## src/rtl/mem_port_arbiter_if.sv

```systemverilog
// Bus bundle between the CPU/debug requesters, the RAM and mem_port_arbiter.
// slave = arbiter view, master = requesters plus RAM (the environment).
interface mem_port_arbiter_if #(
  parameter int ADDR_WIDTH = 9,
  parameter int DATA_WIDTH = 32
);
  logic                  cpu_req;
  logic                  cpu_we;
  logic [ADDR_WIDTH-1:0] cpu_addr;
  logic [DATA_WIDTH-1:0] cpu_wdata;
  logic                  cpu_ack;
  logic [DATA_WIDTH-1:0] cpu_rdata;
  logic                  dbg_req;
  logic                  dbg_we;
  logic [ADDR_WIDTH-1:0] dbg_addr;
  logic [DATA_WIDTH-1:0] dbg_wdata;
  logic                  dbg_ack;
  logic [DATA_WIDTH-1:0] dbg_rdata;
  logic                  stall;
  logic                  mem_en;
  logic                  mem_we;
  logic [ADDR_WIDTH-1:0] mem_addr;
  logic [DATA_WIDTH-1:0] mem_wdata;
  logic [DATA_WIDTH-1:0] mem_rdata;
  logic                  owner;

  modport slave (
    input  cpu_req, cpu_we, cpu_addr, cpu_wdata,
    input  dbg_req, dbg_we, dbg_addr, dbg_wdata,
    input  mem_rdata,
    output cpu_ack, cpu_rdata, dbg_ack, dbg_rdata, stall,
    output mem_en, mem_we, mem_addr, mem_wdata, owner
  );

  modport master (
    output cpu_req, cpu_we, cpu_addr, cpu_wdata,
    output dbg_req, dbg_we, dbg_addr, dbg_wdata,
    output mem_rdata,
    input  cpu_ack, cpu_rdata, dbg_ack, dbg_rdata, stall,
    input  mem_en, mem_we, mem_addr, mem_wdata, owner
  );
endinterface

```

## src/rtl/mem_port_arbiter.sv

```systemverilog
// Single-port RAM arbiter: CPU MAR/MDR path vs. debug/loader port, fixed-latency
// access sequence, one-cycle ack, bounded starvation of the debug port.
module mem_port_arbiter #(
  parameter int ADDR_WIDTH  = 9,
  parameter int DATA_WIDTH  = 32,
  parameter int MEM_LATENCY = 1,
  parameter int MAX_WAIT    = 4
) (
  input  logic               clk_i,
  input  logic               rst_ni,
  mem_port_arbiter_if.slave  bus
);

  if (MEM_LATENCY < 1 || MEM_LATENCY > 7) begin : g_bad_latency
    $error("mem_port_arbiter: MEM_LATENCY must be in 1..7");
  end
  if (MAX_WAIT < 1 || MAX_WAIT > 15) begin : g_bad_max_wait
    $error("mem_port_arbiter: MAX_WAIT must be in 1..15");
  end

  localparam logic [2:0] LAT_M1 = 3'(MEM_LATENCY - 1);
  localparam logic [3:0] MAX_W  = 4'(MAX_WAIT);

  typedef enum logic [1:0] {S_IDLE, S_ACCESS, S_WAIT, S_DONE} state_e;

  state_e                state_q;
  logic [2:0]            wait_cnt_q;
  logic [3:0]            starve_cnt_q;
  logic                  we_q;
  logic                  owner_q;
  logic                  mem_en_q;
  logic                  mem_we_q;
  logic [ADDR_WIDTH-1:0] mem_addr_q;
  logic [DATA_WIDTH-1:0] mem_wdata_q;
  logic                  cpu_ack_q;
  logic                  dbg_ack_q;
  logic [DATA_WIDTH-1:0] cpu_rdata_q;
  logic [DATA_WIDTH-1:0] dbg_rdata_q;
  logic                  grant_dbg_d;

  // Debug wins when alone, or when the CPU has used up its MAX_WAIT grants.
  always_comb begin
    grant_dbg_d = bus.dbg_req & (~bus.cpu_req | (starve_cnt_q == MAX_W));
  end

  always_ff @(posedge clk_i or negedge rst_ni) begin
    if (!rst_ni) begin
      state_q      <= S_IDLE;
      wait_cnt_q   <= '0;
      starve_cnt_q <= '0;
      we_q         <= 1'b0;
      owner_q      <= 1'b0;
      mem_en_q     <= 1'b0;
      mem_we_q     <= 1'b0;
      mem_addr_q   <= '0;
      mem_wdata_q  <= '0;
      cpu_ack_q    <= 1'b0;
      dbg_ack_q    <= 1'b0;
      cpu_rdata_q  <= '0;
      dbg_rdata_q  <= '0;
    end else begin
      cpu_ack_q <= 1'b0;
      dbg_ack_q <= 1'b0;
      mem_en_q  <= 1'b0;
      mem_we_q  <= 1'b0;
      case (state_q)
        S_IDLE: begin
          if (!bus.dbg_req) starve_cnt_q <= '0;
          if (bus.cpu_req || bus.dbg_req) begin
            owner_q     <= grant_dbg_d;
            we_q        <= grant_dbg_d ? bus.dbg_we    : bus.cpu_we;
            mem_we_q    <= grant_dbg_d ? bus.dbg_we    : bus.cpu_we;
            mem_addr_q  <= grant_dbg_d ? bus.dbg_addr  : bus.cpu_addr;
            mem_wdata_q <= grant_dbg_d ? bus.dbg_wdata : bus.cpu_wdata;
            mem_en_q    <= 1'b1;
            state_q     <= S_ACCESS;
            if (grant_dbg_d)
              starve_cnt_q <= '0;
            else if (bus.dbg_req && starve_cnt_q != MAX_W)
              starve_cnt_q <= starve_cnt_q + 4'd1;
          end
        end
        S_ACCESS: begin
          wait_cnt_q <= LAT_M1;
          state_q    <= S_WAIT;
        end
        S_WAIT: begin
          if (wait_cnt_q == 3'd0) begin
            state_q <= S_DONE;
            // mem_rdata is valid exactly on this edge; writes leave rdata alone.
            if (!we_q) begin
              if (owner_q) dbg_rdata_q <= bus.mem_rdata;
              else         cpu_rdata_q <= bus.mem_rdata;
            end
            if (owner_q) dbg_ack_q <= 1'b1;
            else         cpu_ack_q <= 1'b1;
          end else begin
            wait_cnt_q <= wait_cnt_q - 3'd1;
          end
        end
        S_DONE:  state_q <= S_IDLE;
        default: state_q <= S_IDLE;
      endcase
    end
  end

  assign bus.cpu_ack   = cpu_ack_q;
  assign bus.dbg_ack   = dbg_ack_q;
  assign bus.cpu_rdata = cpu_rdata_q;
  assign bus.dbg_rdata = dbg_rdata_q;
  assign bus.stall     = bus.cpu_req & ~cpu_ack_q;
  assign bus.mem_en    = mem_en_q;
  assign bus.mem_we    = mem_we_q;
  assign bus.mem_addr  = mem_addr_q;
  assign bus.mem_wdata = mem_wdata_q;
  assign bus.owner     = owner_q;

endmodule

```

## src/flat_wrapper.sv

```systemverilog
// flat-port wrapper written by rule: the top's interface ports become plain ports
module mem_port_arbiter_flat 
#(
  parameter int ADDR_WIDTH  = 9,
  parameter int DATA_WIDTH  = 32,
  parameter int MEM_LATENCY = 1,
  parameter int MAX_WAIT    = 4
)
  (clk_i, rst_ni, bus_cpu_req, bus_cpu_we, bus_cpu_addr, bus_cpu_wdata, bus_dbg_req, bus_dbg_we, bus_dbg_addr, bus_dbg_wdata, bus_mem_rdata, bus_cpu_ack, bus_cpu_rdata, bus_dbg_ack, bus_dbg_rdata, bus_stall, bus_mem_en, bus_mem_we, bus_mem_addr, bus_mem_wdata, bus_owner);
  mem_port_arbiter_if #(.ADDR_WIDTH(ADDR_WIDTH), .DATA_WIDTH(DATA_WIDTH)) bus_i ();
  input  logic clk_i;
  input  logic rst_ni;
  input wire logic [$bits(bus_i.cpu_req)-1:0] bus_cpu_req;
  input wire logic [$bits(bus_i.cpu_we)-1:0] bus_cpu_we;
  input wire logic [$bits(bus_i.cpu_addr)-1:0] bus_cpu_addr;
  input wire logic [$bits(bus_i.cpu_wdata)-1:0] bus_cpu_wdata;
  input wire logic [$bits(bus_i.dbg_req)-1:0] bus_dbg_req;
  input wire logic [$bits(bus_i.dbg_we)-1:0] bus_dbg_we;
  input wire logic [$bits(bus_i.dbg_addr)-1:0] bus_dbg_addr;
  input wire logic [$bits(bus_i.dbg_wdata)-1:0] bus_dbg_wdata;
  input wire logic [$bits(bus_i.mem_rdata)-1:0] bus_mem_rdata;
  output wire logic [$bits(bus_i.cpu_ack)-1:0] bus_cpu_ack;
  output wire logic [$bits(bus_i.cpu_rdata)-1:0] bus_cpu_rdata;
  output wire logic [$bits(bus_i.dbg_ack)-1:0] bus_dbg_ack;
  output wire logic [$bits(bus_i.dbg_rdata)-1:0] bus_dbg_rdata;
  output wire logic [$bits(bus_i.stall)-1:0] bus_stall;
  output wire logic [$bits(bus_i.mem_en)-1:0] bus_mem_en;
  output wire logic [$bits(bus_i.mem_we)-1:0] bus_mem_we;
  output wire logic [$bits(bus_i.mem_addr)-1:0] bus_mem_addr;
  output wire logic [$bits(bus_i.mem_wdata)-1:0] bus_mem_wdata;
  output wire logic [$bits(bus_i.owner)-1:0] bus_owner;
  assign bus_i.cpu_req = bus_cpu_req;
  assign bus_i.cpu_we = bus_cpu_we;
  assign bus_i.cpu_addr = bus_cpu_addr;
  assign bus_i.cpu_wdata = bus_cpu_wdata;
  assign bus_i.dbg_req = bus_dbg_req;
  assign bus_i.dbg_we = bus_dbg_we;
  assign bus_i.dbg_addr = bus_dbg_addr;
  assign bus_i.dbg_wdata = bus_dbg_wdata;
  assign bus_i.mem_rdata = bus_mem_rdata;
  assign bus_cpu_ack = bus_i.cpu_ack;
  assign bus_cpu_rdata = bus_i.cpu_rdata;
  assign bus_dbg_ack = bus_i.dbg_ack;
  assign bus_dbg_rdata = bus_i.dbg_rdata;
  assign bus_stall = bus_i.stall;
  assign bus_mem_en = bus_i.mem_en;
  assign bus_mem_we = bus_i.mem_we;
  assign bus_mem_addr = bus_i.mem_addr;
  assign bus_mem_wdata = bus_i.mem_wdata;
  assign bus_owner = bus_i.owner;
  mem_port_arbiter #(.ADDR_WIDTH(ADDR_WIDTH), .DATA_WIDTH(DATA_WIDTH), .MEM_LATENCY(MEM_LATENCY), .MAX_WAIT(MAX_WAIT)) u_core (.clk_i(clk_i), .rst_ni(rst_ni), .bus(bus_i));
endmodule
```

## config.mk

```make
export PLATFORM = sky130hd
export DESIGN_NAME = mem_port_arbiter_flat
export DESIGN_NICKNAME = d
export VERILOG_FILES = /design/src/rtl/mem_port_arbiter_if.sv /design/src/rtl/mem_port_arbiter.sv /design/src/flat_wrapper.sv
export SDC_FILE = /design/constraint.sdc
export NUM_CORES = 1
export LEC_CHECK = 0
export CAP_MARGIN = 20
export CORE_MARGIN = 2
export CORE_UTILIZATION = 40
export CTS_BUF_LIST = sky130_fd_sc_hd__clkbuf_8
export CTS_CLUSTER_SIZE = 16
export DETAILED_ROUTE_END_ITERATION = 6
export GPL_TIMING_DRIVEN = 0
export HOLD_SLACK_MARGIN = 0.02
export PLACE_DENSITY = 0.79
export SLEW_MARGIN = 20
export SYNTH_ARGS = -nofsm -noshare
export SYNTH_HDL_FRONTEND = slang
export SYNTH_SLANG_ARGS = --single-unit
```

## constraint.sdc

```tcl
create_clock -name clk_i -period 1.78 [get_ports clk_i]
set_clock_uncertainty 0.1 [all_clocks]
set_input_delay 0.356 -clock clk_i [delete_from_list [all_inputs] [get_ports clk_i]]
set_output_delay 0.356 -clock clk_i [all_outputs]
set_load 0.03 [all_outputs]
```

After elaboration in Yosys (flattened, before gate mapping)

Cells that the tools add are included.

Output and inout port bits: 111
Memories kept: 0
Bits of input ports: 120
Logic and storage cells: 62
Memory bits (writable): 0
Bits in registers: 120
Bits in read-only memories: 0
Bits in latches: 0

Bitwise logic cells: 7
Add/subtract/negate cells: 2
Reduce and logical (&&, ||, !) cells: 10
Multipliers: 0
Magnitude comparators: 0
Equality and inequality tests: 8
Div/mod/pow operators: 0
Mux-type cells: 22
Shift-type cells: 0

Operators by type and width:

| cell                  | number |
|---|---|
| $mux W32              | 1 |
| $mux W4               | 4 |
| $mux W1               | 11 |
| $mux W9               | 1 |
| $pmux W2 S4           | 1 |
| $reduce_and A4 Y1     | 2 |
| $pmux W3 S2           | 1 |
| $reduce_and A2 Y1     | 3 |
| $add A4 B1 Y4 const B | 1 |
| $eq A2 B2 Y1 const B  | 2 |
| $eq A4 B3 Y1 const B  | 1 |
| $mux W2               | 2 |
| $ne A2 B1 Y1 const B  | 2 |
| $ne A4 B3 Y1 const B  | 1 |
| $not A1 Y1            | 4 |
| $logic_not A3 Y1      | 1 |
| $mux W3               | 1 |
| $sub A3 B1 Y3 const B | 1 |
| $and A1 B1 Y1         | 2 |
| $eq A2 B1 Y1 const B  | 1 |
| $logic_not A2 Y1      | 1 |
| $ne A2 B2 Y1 const B  | 1 |
| $reduce_bool A2 Y1    | 1 |
| $logic_and A1 B1 Y1   | 1 |
| other kinds (2)       | 2 |

Logic depth before layout (Yosys ltp)

Gate-level depths: netlist of the first run.

Word-level depth: 6
Depth in mapped cells: 7
Gate-level depth less buffers: 6

Least setup slack after synthesis of the first run

No wires, ideal clock.

Kind: register to register
From: register u_core.state_q[0]
To: register u_core.dbg_rdata_q[0], in the netlist u_core.bus.dbg_rdata[0]
Slack: -0.081 ns
Path buffers: 2
Setup time: 0.125 ns
Required time: 1.555 ns
Clock period less this slack: 1.861 ns
Cell stages (with the launch flop): 8
Arrival time: 1.636 ns
Cell sequence: dfrtp_1 inv_1 ha_1 and4b_1 nor2b_4 buf_6 buf_12 mux2_4

Cells in the longest elaborated chain, start to end: 2

RTL lines:

| item                               | line                   | RTL |
|---|---|---|
| from (decl)                        | mem_port_arbiter.sv:26 | `state_e state_q;` |
| from (signal assigned)             | mem_port_arbiter.sv:48 | `state_q <= S_IDLE;` |
| from (signal assigned)             | mem_port_arbiter.sv:76 | `state_q <= S_ACCESS;` |
| from (signal assigned)             | mem_port_arbiter.sv:85 | `state_q <= S_WAIT;` |
| $eq A2 B2 Y1                       | mem_port_arbiter.sv:66 | `case (state_q)` |
| $reduce_and A4 Y1 (no source line) | n/a                    |  |
| to (signal assigned)               | mem_port_arbiter.sv:92 | `if (owner_q) dbg_rdata_q <= bus.mem_rdata;` |
| to (decl)                          | mem_port_arbiter.sv:38 | `logic [DATA_WIDTH-1:0] dbg_rdata_q;` |

Every way passes these cells.
A chain may end at the register's enable or synchronous reset.

Worst setup path in the final report of the first run

From: register u_core.state_q[0]
To: register u_core.dbg_rdata_q[3], in the netlist u_core.bus.dbg_rdata[3]

Same word-level chain as after synthesis.

==> out/qor.txt, run 1 <==
Status -> complete, but fails checks
Failing checks -> setup timing
Tcrit/Tclk final -> 106%
Top delay family on crit path -> buffers and inverters
CP max stage delay -> 0.39 ns
Most frequent cells in the layout -> 120 x dfrtp_1, 116 x clkdlybuf4s50_1, 109 x dlygate4sd2_1
First-pass GRT wire length -> 26200 µm
Drt total wl -> 17100 µm
Chip width -> 120 µm
Crit path max-delay cell type -> dfrtp_1
Deepest level of the CTS H-tree -> 4
Worst setup margin -> -0.113 ns
Seq cells post-synth -> 120
Fmax -> 528 MHz
Largest net degree at the start of global routing -> 68
Crit start category -> register
Setup-failing EPs final -> 44
Total number of vias -> 4747
Worst hold stages -> 3
I/O Buffers -> 228
Routed Antenna Nets -> 0
Clock latency on the worst-skew pair -> 0.44 ns
CP most frequent cell -> buf_12
CTS Buf Count -> 17
Reg-to-reg slack, setup -> -0.11 ns
Die H -> 120 µm
FF-to-FF path depth -> 8
Reg-to-reg startpoint -> u_core.state_q[0]$_DFFE_PN0P_
DR pass1 iterations -> 4
HPWL Detailed -> 12100 µm
Leak -> 4.10 nW
Vias per inst -> 5.19
Synth Warn # -> 0
Final #Nets -> 853
Max Cap Viol -> 0
Number of flops mapped to enable cells by yosys -> 0
Mapped Cells -> 447
Initial antenna violation count -> 0
GPL Wtd Cong -> 0.915
Sequential area share after synthesis -> 55.7%
Clock Sinks -> 120
Mean area per synthesized cell -> 12.1 µm²
Worst Path Required -> 2.00 ns
Congestion Overflow GR -> 0
Total power -> 15.7 mW
Tot GR Track Use -> 23.9%
Reg clk slew, reported paths -> 0.07 ns
Worst-margin pin slew -> 0.512 ns
Bufs and invs on worst path -> 4
Worst Hold Class -> primary input to register
Worst EP arrival -> 2.11 ns
HP Start -> bus_dbg_req
Total negative slack -> -1.85 ns
Ys flop type -> dfrtp_1
CTS root buf -> clkbuf_8
DIE AREA -> 14400 µm²
Top Ports -> 231
Area growth syn-to-layout -> 62.8%
Hold EP -> u_core.bus.mem_we$_DFF_PN0_
CP Max Fanout -> 6
Mapped Nets -> 575
DRC viols -> 0
RSZ-0062 raised after global routing -> true
1st-iter DRT viols -> 215
Critical R2R Capture -> u_core.bus.dbg_rdata[3]$_DFFE_PN0P_
Final Hold Vio Count -> 0
Longest Clk Path Bufs -> 2
Mapped cell area -> 5390 µm²
FP Rows -> 42
Post-synth ARST share -> 100%
Commonest non-fill, non-tap cell in the layout -> dfrtp_1
CTS tree -> yes
Crit. End Element -> register
WL per Instance -> 18.7 µm
Layout Cells excl Fill -> 914
Crit Path Class -> register to register
# diodes -> 0
Fraction of layout cells with a size suffix above 1 -> 22.9%
Placed Instances -> 852
Max rail drop VDD -> 0.929 mV
Worst-path cell chain -> inv_2 > ha_4 > and4b_1 > nor2b_4 > buf_8 > buf_12 > buf_12 > mux2_4
CORE AREA -> 13200 µm²
Slew Limit Fails -> 0
Vias in the first global route -> 4865
Yosys cell types -> 38
Max-slew headroom -> 65.9%
Initial core utilization -> 40.9%
Final min period -> 1.89 ns
Power per Cell Area -> 1790 nW/µm²
[sequential cells by signal, summed over array words and instances, names as in the netlist]
name	cells
u_core.bus.cpu_ack	1
u_core.bus.cpu_rdata	32
u_core.bus.dbg_ack	1
u_core.bus.dbg_rdata	32
u_core.bus.mem_addr	9
u_core.bus.mem_en	1
u_core.bus.mem_wdata	32
u_core.bus.mem_we	1
u_core.bus.owner	1
u_core.starve_cnt_q	4
u_core.state_q	2
u_core.wait_cnt_q	3
u_core.we_q	1
[synth_stat cells (2+ instances only)]
| cell | instances | area share (%) |
|---|---|---|
| inv_1 | 7 | 0.49 |
| dfrtp_1 | 120 | 56 |
| mux2_2 | 34 | 7.1 |
| buf_2 | 7 | 0.65 |
| o211ai_1 | 42 | 5.8 |
| buf_12 | 3 | 1.1 |
| mux2_4 | 30 | 8.4 |
| nor3_1 | 2 | 0.19 |
| nand2_1 | 89 | 6.2 |
| a21oi_1 | 2 | 0.19 |
| o21ai_0 | 2 | 0.19 |
| mux2i_1 | 4 | 0.74 |
| ha_1 | 8 | 1.9 |
| and3b_1 | 2 | 0.32 |
| nand4_1 | 41 | 4.8 |
| nand2b_1 | 3 | 0.35 |
| o21ai_2 | 2 | 0.32 |
| o31ai_1 | 2 | 0.28 |
| clkbuf_1 | 20 | 1.4 |
| mux2_1 | 2 | 0.42 |
| nor2_1 | 5 | 0.35 |
| buf_6 | 4 | 0.84 |
[worst reg2reg max path: cells and delay by family (launching register included)]
family                     cells  cell delay, ns
muxes                          1            0.30
DFF                            1            0.39
buffers and inverters          4            0.47
adders and majority gates      1            0.14
and+or+nand+nor                2            0.36
[routing by layer]
layer | wire length (µm) | vias up | GRT usage (%) | part of all wire, %
met5 | 0 | - | 0 | 0
li1 | - | 2162 | - | -
met3 | 1570 | 22 | 7.75 | 9.2
met2 | 8520 | 248 | 41.2 | 50
met1 | 6680 | 2315 | 27.7 | 39
met4 | 343 | 0 | 8.68 | 2.0
[power by group]
part | internal, mW | total (mW) | leakage, nW | switching, mW
logic | 3.52 | 8.22 | 2.37 | 4.69
registers | 3.98 | 4.76 | 1.49 | 0.786
clock network | 1.69 | 2.75 | 0.239 | 1.06
[per-stage QoR]
step	area [µm²]	setup slack (ns)	hold slack (ns)	utilization [%]
floorplan	5410	0.0186	-0.0396	-
global placement	7910	-4.29	0.367	60.0
detailed placement	7940	-0.295	0.248	60.2
CTS	8740	-0.138	0.178	66.2
global route	8780	-0.184	0.231	66.6
finish	8780	-0.113	0.222	66.6
[area by class of cell]
cell class	instances	area [µm²]
fill	979	4410
sequential	120	3000
timing repair buffer	264	2530
multi-input combinational	284	2320
clock buffer	22	303
tap	176	220
buffer	30	219
clock inverter	10	149
inverter	8	32.5
[worst max path at each step]
stage / startpoint / end / slack (ns) / cells after the start
2_1_floorplan: u_core.state_q[0]$_DFFE_PN0P_ / u_core.bus.dbg_rdata[0]$_DFFE_PN0P_ / 0.02 / 7
3_3_place_gp: rst_ni / u_core.bus.mem_addr[4]$_DFFE_PN0P_ / -4.29 / 1
3_5_place_dp: u_core.state_q[1]$_DFFE_PN0P_ / u_core.bus.mem_wdata[20]$_DFFE_PN0P_ / -0.30 / 6
4_1_cts: u_core.state_q[0]$_DFFE_PN0P_ / u_core.bus.cpu_rdata[26]$_DFFE_PN0P_ / -0.14 / 8
5_1_grt: u_core.state_q[0]$_DFFE_PN0P_ / u_core.bus.dbg_rdata[3]$_DFFE_PN0P_ / -0.18 / 8
6_report: u_core.state_q[0]$_DFFE_PN0P_ / u_core.bus.dbg_rdata[3]$_DFFE_PN0P_ / -0.11 / 8
[what timing repair did]
item / CTS / global route
buffers inserted: 23 / 10
resized for setup: 166 / 51
endpoints found under the hold margin: 53 / 0
pin swaps: 6 / 3
endpoints found under the setup margin: 216 / 109
cloned: 5 / 1
hold buffers: 1 / 0
[logic make-up after synthesis]
family,share of synthesized area (%)
fa+ha+maj,1.86
simple gates,13.8
flops,55.7
buf+inv,4.64
mux,16.6
compound gates,7.42
No activity file was read; power rests on OpenSTA's default activity.
==> run 2, diff against run 1 <==
Settings changed: CORE_MARGIN 2 to 4, TNS_END_PERCENT set to 20.
==> out/qor.txt, run 2 (synthesized netlist as in run 1, its figures left out) <==
Leak -> 4.02 nW
Drt total wl -> 17200 µm
DRC viols -> 0
Initial core utilization -> 40.7%
I/O Buffers -> 228
GPL Wtd Cong -> 0.922
Final Hold Vio Count -> 0
Max-slew headroom -> 64.4%
Worst Path Required -> 2.00 ns
Place WS -> -0.354 ns
Tot GR Track Use -> 22.2%
Chip width -> 124 µm
Fmax -> 541 MHz
First-pass GRT wire length -> 25800 µm
Max rail drop VDD -> 0.863 mV
CP most frequent cell -> buf_12
Final #Nets -> 848
Initial antenna violation count -> 0
Failing checks -> setup timing
Top delay family on crit path -> buffers and inverters
Worst Hold Class -> primary input to register
Final min period -> 1.85 ns
Commonest non-fill, non-tap cell in the layout -> dfrtp_1
DR pass1 iterations -> 5
Crit start category -> register
Reg-to-reg startpoint -> u_core.state_q[0]$_DFFE_PN0P_
Worst setup margin -> -0.0675 ns
Area growth syn-to-layout -> 61.2%
Crit path max-delay cell type -> dfrtp_1
CP startpoint -> u_core.state_q[0]$_DFFE_PN0P_
Setup-failing EPs final -> 55
Worst-margin pin slew -> 0.535 ns
CP max stage delay -> 0.40 ns
HP Start -> bus_dbg_req
Tcrit/Tclk final -> 104%
Fillers -> 1010
Slew Limit Fails -> 0
Max Cap Viol -> 0
Power per Cell Area -> 1780 nW/µm²
Clock latency on the worst-skew pair -> 0.44 ns
Reg clk slew, reported paths -> 0.07 ns
Design Area, Final -> 8690 µm²
HPWL Detailed -> 12700 µm
Total number of vias -> 4681
FP Rows -> 42
# diodes -> 0
Routed Antenna Nets -> 0
CTS Buf Count -> 17
Clock Sinks -> 120
Placed cell areas -> 7940 µm²
1st-iter DRT viols -> 213
DIE AREA -> 15400 µm²
Die H -> 124 µm
Worst EP arrival -> 2.07 ns
Status -> complete, but fails checks
Longest Clk Path Bufs -> 2
Layout Cells excl Fill -> 909
Largest net degree at the start of global routing -> 66
Vias in the first global route -> 4857
CP Max Fanout -> 6
Fraction of layout cells with a size suffix above 1 -> 22.9%
Crit Path Class -> register to register
Total negative slack -> -2.00 ns
Reg-to-reg slack, setup -> -0.07 ns
CTS root buf -> clkbuf_8
Worst-path cell chain -> inv_2 > ha_4 > nand3b_1 > nor3_4 > buf_12 > buf_12 > buf_16 > mux2_4
CORE AREA -> 13200 µm²
Top Ports -> 231
Crit. End Element -> register
Bufs and invs on worst path -> 4
RSZ-0062 raised after global routing -> true
Final Util -> 65.6%
Total power -> 15.5 mW
CTS tree -> yes
WHS -> 0.242 ns
Most frequent cells in the layout -> 120 x dfrtp_1, 116 x clkdlybuf4s50_1, 108 x dlygate4sd2_1
Vias per inst -> 5.15
WL per Instance -> 18.9 µm
Placed Instances -> 852
Congestion Overflow GR -> 0
Deepest level of the CTS H-tree -> 4
-- run 2: what timing repair did --
item                                    4_1_cts  5_1_grt
pin swaps                                     5        4
gates resized for setup                     158       31
endpoints found under the setup margin      217      106
cloned                                        3        0
hold buffers                                  1        0
endpoints found under the hold margin        55        0
setup buffers                                16        7
-- run 2: layout make-up --
cell class              count  area [µm²]  share of cell area [%]
clock inverters             9         120                    1.38
clock buffers              23         317                    3.64
well taps                 176         220                    2.53
inverters                   8        30.0                   0.345
multi-input cells         284        2270                    26.2
repair buffers            256        2460                    28.3
flip-flops and latches    120        3000                    34.5
plain buffers              33         269                    3.09
-- run 2: path summary, 6_finish.rpt --
| path | depth (start not counted) | endpoint |
|---|---|---|
| setup / recovery | 8 | u_core.bus.cpu_rdata[13]$_DFFE_PN0P_ |
| hold / removal | 3 | u_core.bus.mem_we$_DFF_PN0_ |
| setup reg to reg | 8 | u_core.bus.cpu_rdata[13]$_DFFE_PN0P_ |
| hold reg to reg | 1 | u_core.bus.cpu_rdata[30]$_DFFE_PN0P_ |
| max in group asynchronous | 3 | u_core.bus.mem_wdata[21]$_DFFE_PN0P_ |
| min in group asynchronous | 2 | u_core.bus.dbg_rdata[6]$_DFFE_PN0P_ |
-- run 2: worst reg2reg max path: cells and delay by family (launching register included) --
kind | cells | cell delay, ns
fa+ha+maj | 1 | 0.15
mux | 1 | 0.30
simple gates | 2 | 0.32
buf+inv | 4 | 0.47
flops | 1 | 0.40
-- run 2: where the power goes --
part | internal [mW] | switching (mW)
Combinational | 3.44 | 4.67
Clock | 1.59 | 1.06
Sequential | 3.98 | 0.767
-- run 2: metal layers --
layer  vias to the layer above  wire, µm  global-route usage (%)
li1                       2154         -                       -
met1                      2217      6400                    25.7
met2                       284      8380                    37.5
met3                        26      2070                    8.58
met4                         0       346                    8.28
met5                         -         0                       0
==> run 3, diff against run 2 <==
Settings changed: ABC_AREA set to 1, HOLD_SLACK_MARGIN 0.02 to unset, PLACE_DENSITY 0.79 to 0.78.
==> out/qor.txt, run 3 <==
Total power -> 14.8 mW
Deepest level of the CTS H-tree -> 4
Leak -> 4.67 nW
First-pass GRT wire length -> 26500 µm
Top-count cell post-synth -> nand2_1
Mapped Nets -> 842
Setup-failing EPs final -> 1
HPWL Detailed -> 12700 µm
Slew Limit Fails -> 0
Top Ports -> 231
Sequential area share after synthesis -> 53.7%
CTS Buf Count -> 17
Longest Clk Path Bufs -> 2
Final Util -> 63.3%
Final #Nets -> 1097
Die H -> 126 µm
Tot GR Track Use -> 20.6%
Yosys cell types -> 19
Post-synth top area cell -> dfrtp_1
Layout Cells excl Fill -> 1157
CP Max Fanout -> 4
CORE AREA -> 13500 µm²
Psw -> 6.90 mW
Worst EP arrival -> 1.34 ns
Ys flop type -> dfrtp_1
Placed cell areas -> 8140 µm²
Fillers -> 1261
CTS root buf -> clkbuf_8
Total negative slack -> -0.0184 ns
Multi-input gate area -> 1940 µm²
Status -> complete, but fails checks
Mapped Cells -> 714
Post-synth ARST share -> 100%
DRC viols -> 0
Clock Sinks -> 120
Clock latency on the worst-skew pair -> 0.41 ns
Max Cap Viol -> 0
Congestion Overflow GR -> 0
Area growth syn-to-layout -> 52.3%
DR pass1 iterations -> 5
Final min period -> 1.80 ns
Initial antenna violation count -> 0
Seq cells post-synth -> 120
FF+latch area -> 3000 µm²
Drt total wl -> 16500 µm
Max rail drop VDD -> 0.899 mV
Net Sw Frac -> 46.8%
Crit. End Element -> output port
Mean area per synthesized cell -> 7.84 µm²
Worst setup margin -> -0.0184 ns
Design Area, Final -> 8520 µm²
DIE AREA -> 15900 µm²
Synth top area cells -> dfrtp_1 54%, nand2_1 16%, nand3_1 11%, inv_1 8.7%, o21ai_0 3.0%
FP Rows -> 42
Final Hold Vio Count -> 0
Power per Cell Area -> 1730 nW/µm²
Synth cell count leaders -> 238 x nand2_1, 129 x inv_1, 123 x nand3_1
Placed Instances -> 1120
Worst Hold Class -> primary input to register
Initial core utilization -> 41.6%
Reg clk slew, reported paths -> 0.07 ns
Crit start category -> primary input
WHS -> 0.300 ns
GPL Wtd Cong -> 0.913
Worst-margin pin slew -> 0.564 ns
Vias per inst -> 4.69
Vias in the first global route -> 5312
CTS tree -> yes
Reg power frac -> 32.2%
Max-slew headroom -> 62.4%
Routed Antenna Nets -> 0
I/O Buffers -> 229
Mapped cell area -> 5600 µm²
Clock Power Share -> 16.4%
Fmax -> 556 MHz
Chip width -> 126 µm
Power Internal -> 7.85 mW
Crit Path Class -> primary input to output port
Largest net degree at the start of global routing -> 62
Tcrit/Tclk final -> 101%
Synth Warn # -> 0
Commonest non-fill, non-tap cell in the layout -> nand2_1
Area share of the largest cell type after synthesis -> 53.7%
WL per Instance -> 14.3 µm
Worst Path Required -> 1.32 ns
# diodes -> 0
Failing checks -> setup timing
1st-iter DRT viols -> 322
Fraction of layout cells with a size suffix above 1 -> 8.36%
Place WS -> -0.449 ns
Total number of vias -> 5429
RSZ-0062 raised after global routing -> true
Combinational power share -> 51.4%
Most frequent cells in the layout -> 236 x nand2_1, 128 x inv_1, 122 x nand3_1
Number of flops mapped to enable cells by yosys -> 0
[run 3: routing by layer]
metal	vias to the layer above	share of wire, %	track usage [%]
li1	2697	-	-
met1	2467	40	25.4
met2	241	45	32.5
met3	24	12	8.98
met4	0	2.1	7.32
met5	-	0	0
[run 3: layout make-up]
| class | count | area share [%] |
|---|---|---|
| flip-flops and latches | 120 | 35.2 |
| well taps | 176 | 2.58 |
| plain buffers | 37 | 2.63 |
| multi-input cells | 425 | 22.8 |
| inverters | 132 | 5.85 |
| repair buffers | 236 | 26.3 |
| clock buffers | 19 | 3.07 |
| clock inverters | 12 | 1.50 |
[run 3: timing repair]
| item | in CTS | in global routing |
|---|---|---|
| hold endpoints to repair | 59 | 0 |
| endpoints found under the setup margin | 212 | 106 |
| gates resized for setup | 121 | 23 |
| pin swaps | 3 | 4 |
| setup buffers | 1 | 4 |
| hold buffers | 1 | 0 |
[run 3: worst max-delay path, cell delays in order]
cell	delay (ns)
clkdlybuf4s50_1	0.62
inv_1	0.07
nor2_1	0.09
clkbuf_2	0.21
[run 3: cells by family (layout without fill, tap and decap cells)]
kind of cell    after synthesis  count (layout)  share of synthesized area (%)
simple gates                373             373                           28.3
buf+inv                     169             436                           12.1
flops                       120             120                           53.7
compound gates               42              42                           3.76
fa+ha+maj                     8               8                           1.79
xor+xnor                      2               2                          0.313
[run 3: power by group through the flow]
stage	registers (mW)	logic, mW	clock network [mW]
after detailed placement	4.81	8.34	0
after global routing	4.92	8.23	2.59
after floorplan	7.17	2.25	0
after CTS	4.74	7.53	2.46
after global placement	4.79	8.18	0
final	4.75	7.59	2.42
[run 3: path summary, 6_finish.rpt]
kind	to	slack (ns)	start	cells after the start
worst max-delay path	bus_stall	-0.02	bus_cpu_req	4
worst min-delay path	u_core.bus.mem_addr[5]$_DFFE_PN0P_	0.30	bus_dbg_req	4
worst max register to register	u_core.bus.cpu_rdata[10]$_DFFE_PN0P_	0	u_core.state_q[0]$_DFFE_PN0P_	7
worst min register to register	u_core.bus.cpu_rdata[10]$_DFFE_PN0P_	0.36	u_core.bus.cpu_rdata[10]$_DFFE_PN0P_	2
max in group asynchronous	u_core.bus.mem_addr[5]$_DFFE_PN0P_	0.49	rst_ni	3
min in group asynchronous	u_core.bus.cpu_rdata[8]$_DFFE_PN0P_	0.39	rst_ni	2
